[config.mk]
export PLATFORM = sky130hd
export DESIGN_NAME = instr_prefetch_queue
export DESIGN_NICKNAME = d
export VERILOG_FILES = /design/src/rtl/instr_prefetch_queue.sv
export SDC_FILE = /design/constraint.sdc
export NUM_CORES = 1
export LEC_CHECK = 0
export CAP_MARGIN = 20
export CORE_MARGIN = 2
export CORE_UTILIZATION = 30
export CTS_CLUSTER_SIZE = 24
export DETAILED_ROUTE_END_ITERATION = 7
export DONT_BUFFER_PORTS = 1
export PLACE_DENSITY_LB_ADDON = 0.08
export SYNTH_ARGS = -nofsm -noshare
export SYNTH_HDL_FRONTEND = slang
export SYNTH_SLANG_ARGS = --single-unit
export TNS_END_PERCENT = 100
[constraint.sdc]
create_clock -name clock -period 9.4 [get_ports clock]
set_input_delay 0.47 -clock clock [delete_from_list [all_inputs] [get_ports clock]]
set_output_delay 0.47 -clock clock [all_outputs]
set_load 0.02 [all_outputs]
[src/rtl/instr_prefetch_queue.sv]
// instr_prefetch_queue: sequential instruction fetch into a small
// PC-tagged FIFO, presented to decode over valid/ready.
// Ports:
//   clock, reset          : rising-edge clock, sync active-high reset
//   redirect_valid/pc     : flush queue and restart fetch at redirect_pc
//   imem_req/addr         : one-cycle read request pulse and address
//   imem_rvalid/rdata     : read return (>=1 cycle after request)
//   instr_valid/data/pc   : queue head towards decode
//   instr_ready           : decode takes the head this cycle
module instr_prefetch_queue #(
  parameter int ADDR_W = 32,
  parameter int DATA_W = 32,
  parameter int DEPTH = 4,
  parameter logic [ADDR_W-1:0] RESET_PC = '0
) (
  input  logic              clock,
  input  logic              reset,
  input  logic              redirect_valid,
  input  logic [ADDR_W-1:0] redirect_pc,
  output logic              imem_req,
  output logic [ADDR_W-1:0] imem_addr,
  input  logic              imem_rvalid,
  input  logic [DATA_W-1:0] imem_rdata,
  output logic              instr_valid,
  output logic [DATA_W-1:0] instr_data,
  output logic [ADDR_W-1:0] instr_pc,
  input  logic              instr_ready
);

  localparam int PW = $clog2(DEPTH);
  localparam logic [PW:0] FULL = (PW+1)'(DEPTH);

  typedef enum logic [1:0] {
    IDLE,
    WAIT,
    DISCARD
  } state_t;

  state_t            state;
  logic [ADDR_W-1:0] fetch_pc;
  logic [PW-1:0]     rd_ptr;
  logic [PW-1:0]     wr_ptr;
  logic [PW:0]       count;
  logic [DATA_W-1:0] data_q [DEPTH];
  logic [ADDR_W-1:0] pc_q [DEPTH];
  logic              push;
  logic              pop;

  // fetch_pc stays at the outstanding address until its data returns,
  // so it doubles as the tag of the word being pushed.
  assign push = (state == WAIT) && imem_rvalid && !redirect_valid;
  assign pop = instr_valid && instr_ready && !redirect_valid;

  assign instr_valid = (count != '0);
  assign instr_data = data_q[rd_ptr];
  assign instr_pc = pc_q[rd_ptr];

  always_ff @(posedge clock) begin
    if (reset) begin
      state <= IDLE;
      fetch_pc <= RESET_PC;
      imem_req <= 1'b0;
      imem_addr <= '0;
    end else if (redirect_valid) begin
      fetch_pc <= redirect_pc;
      imem_req <= 1'b0;
      // A request still in flight must be swallowed when it returns.
      state <= (state != IDLE && !imem_rvalid) ? DISCARD : IDLE;
    end else begin
      imem_req <= 1'b0;
      unique case (state)
        IDLE: begin
          // In IDLE nothing is outstanding, so count alone bounds space.
          if (count < FULL) begin
            imem_req <= 1'b1;
            imem_addr <= fetch_pc;
            state <= WAIT;
          end
        end
        WAIT: begin
          if (imem_rvalid) begin
            fetch_pc <= fetch_pc + ADDR_W'(4);
            state <= IDLE;
          end
        end
        DISCARD: begin
          if (imem_rvalid) state <= IDLE;
        end
        default: state <= IDLE;
      endcase
    end
  end

  always_ff @(posedge clock) begin
    if (reset) begin
      rd_ptr <= '0;
      wr_ptr <= '0;
      count <= '0;
      for (int i = 0; i < DEPTH; i++) begin
        data_q[i] <= '0;
        pc_q[i] <= '0;
      end
    end else if (redirect_valid) begin
      rd_ptr <= '0;
      wr_ptr <= '0;
      count <= '0;
    end else begin
      if (push) begin
        data_q[wr_ptr] <= imem_rdata;
        pc_q[wr_ptr] <= fetch_pc;
        wr_ptr <= wr_ptr + PW'(1);
      end
      if (pop) rd_ptr <= rd_ptr + PW'(1);
      if (push && !pop) count <= count + (PW+1)'(1);
      else if (pop && !push) count <= count - (PW+1)'(1);
    end
  end

endmodule

==> results.cfg <==
[sta]
final-hold-violation-count = 0
max_freq_ghz = 0.304
finClkSkew_ns = 0.0182
slew_viol_final = 0
finalCritPeriodShare = 0.350
setup-tns-final_ns = 0
setup_violations = 0
fin_ws_ns = 6.11
min_period_ns = 3.29
worst_slew_pin_slew_ns = 0.987
relSlewSlack = 0.342
grt_setup_unrepaired = no

[finish]
n_antenna_cell = 0
final_area_um2 = 16100
drive_gt1_frac = 0.130
syn2layout_area_growth_pct = 13.2
final_nets = 1188

[floorplan]
fp.dieW_um = 222
coreArea_um2 = 46700
dieArea_um2 = 49100
die_h_um = 222
ioPinCount = 167
num_rows = 79
initial_core_util = 0.304

[worst_setup_path]
cp_max_fo = 42
regToRegSetupSlack_ns = 6.36
crit_chain = buf_4 -> mux4_2
worst_path_max_delay_cell = buf_4
worstSetupPathType = reg -> out
cp.arrival_ns = 2.82
critPathTopFamily = buffers and inverters
path_depth = 2
worstPathRequired_ns = 8.93
ff2ff_path_depth = 5
crit_path_end_kind = output port
critPathLaunchType = flop
worst-path-buf-inv = 1
slowest_delay_ns = 0.82

[placed_design]
dp_hpwl_um = 23000
io_buffers = 0
dp_slack_ns = 6.29
place_congestion = 0.706
postPlaceCellArea_um2 = 14800

[synth]
synth_cell_type_count = 50
synth_nets = 1209
synthCells = 1135
synthArstFlopShare = 0
syn_area_per_cell_um2 = 12.5
ys_seq_elements = 332
syn-cell-area_um2 = 14200
synth.largest_area_cell = edfxtp_1
synth_area_leaders = edfxtp_1, dfxtp_1, mux4_2, nor2_1, nand2_1
ys.flop_type = edfxtp_1
yosysTopAreaCellShare = 0.541
ys_seq_area_frac = 0.648
synth_warnings = 0
synth-edff-count = 256

[status]
status = finished, violations left
violations = design-rule violations

[routing]
wl_met2_um = 18700
firstDrtPassIters = 7
top_layer_used = met5
wl_met1_um = 18400
wl_um = 40100
wire_per_inst_um = 23.0
route.detailed.drc = 12
drtAntennaViolNets = 0
vias = 8545
drt_iter0_drc = 533
dr_wl_met3_um = 2350
via_per_inst = 4.90

[power_and_ir_drop]
power.switching_uw = 747
seqPwrFrac = 0.510
power_density_nw_per_um2 = 206
leakagePower_uw = 0.00585
comb_power_share = 0.045
design_power_total_uw = 3310
sw_frac_of_total = 0.226
p_int_uw = 2560
ir_worst_vdd_mv = 0.116
clockPowerShare = 0.445

[clock_network]
clk_pin_slew_ns = 0.06
post_cts_buffers = 0
tritoncts = built
cts_resized = 0
h-tree-depth = 2
cts_buffers = 40
clock_path_buffers = 3
clockRootBuffer = clkbuf_16
clock_latency_ns = 0.55
cts.sinks = 332
cts.hold.buffers_added = 1

[global_routing]
grt_max_degree = 65
grt_overflow = 0
grt_pass1_vias = 9094
antenna_found_initial = 1
grt_usage = 0.165
grt_pass1_wl_um = 60600

[worst_hold_path]
worstHoldPathCells = 1
hold_path.class = in -> reg

[job]
cap_violations = 0
## per-layer routing
| metal | vias to the layer above | track usage |
|---|---|---|
| met3 | 57 | 0.0404 |
| met2 | 182 | 0.265 |
| met5 | - | 0 |
| li1 | 3991 | - |
| met4 | 2 | 0.0456 |
| met1 | 4313 | 0.222 |
## power by group through the flow
stage               Clock [uW]  Combinational [uW]  Sequential [uW]
floorplan                    0                 116             1700
global placement             0                 148             1720
detailed placement           0                 149             1720
CTS                       1520                 155             1690
global route              1570                 163             1690
finish                    1470                 149             1690
## cells by family (layout without fill, tap and decap cells)
| group | Yosys count | in the layout | share of synthesized area |
|---|---|---|---|
| compound gates | 84 | 84 | 0.0387 |
| xor+xnor | 16 | 16 | 0.00987 |
| fa+ha+maj | 5 | 5 | 0.00493 |
| buf+inv | 157 | 159 | 0.0418 |
| flops | 332 | 332 | 0.648 |
| mux | 70 | 70 | 0.106 |
| simple gates | 471 | 471 | 0.151 |
## worst paths after layout
check / start / end
max: flop / instr_pc[14]
min: redirect_valid / fetch_pc[21]$_SDFFE_PP0P_
max reg2reg: state[1]$_SDFFE_PP0P_ / data_q[0][20]$_SDFFCE_PN0P_
min reg2reg: rd_ptr[1]$_SDFFE_PP0P_ / flop
## cells in the mapped netlist, drive strengths merged (17+ instances only)
master / number
edfxtp: 256
nor2: 184
mux4: 64
inv: 79
clkbuf: 61
nand2: 150
and2: 40
dfxtp: 76
nand3: 22
a21oi: 39
nor4: 17
buf: 17
## registers in the layout, indices dropped and copies added (netlist names), named ones only
| name | count |
|---|---|
| fetch_pc | 32 |
| count | 3 |
| wr_ptr | 2 |
| data_q | 128 |
| state | 2 |
| pc_q | 128 |
| imem_addr | 32 |
| rd_ptr | 2 |
| imem_req | 1 |
## per-stage QoR
step / utilization / hold WS [ns] / cells
after CTS: 0.345 / 0.000698 / 1744
final: 0.345 / 0.0365 / 1744
after floorplan: - / 0.444 / 1135
after global routing: 0.345 / 0.0221 / 1744
after global placement: 0.318 / 0.524 / 1678
after detailed placement: 0.318 / 0.525 / 1678
## layout by cell type, fill, tap and decap left out, types with 22 or more instances in the layout
master,n
a21oi_1,39
and2_1,40
clkbuf_16,41
dfxtp_1,74
edfxtp_1,256
inv_1,79
mux4_2,64
nand2_1,149
nand3_1,22
nor2_1,183
## area by class of cell
| type | instances | area, um^2 |
|---|---|---|
| clock inverters | 5 | 73.8 |
| inverters | 79 | 297 |
| multi-input cells | 646 | 4470 |
| repair buffers | 15 | 133 |
| flip-flops and latches | 332 | 9220 |
| fillers | 4639 | 30600 |
| clock buffers | 60 | 1130 |
| well taps | 607 | 759 |
Note: power is estimated with default switching activity, not from simulation.
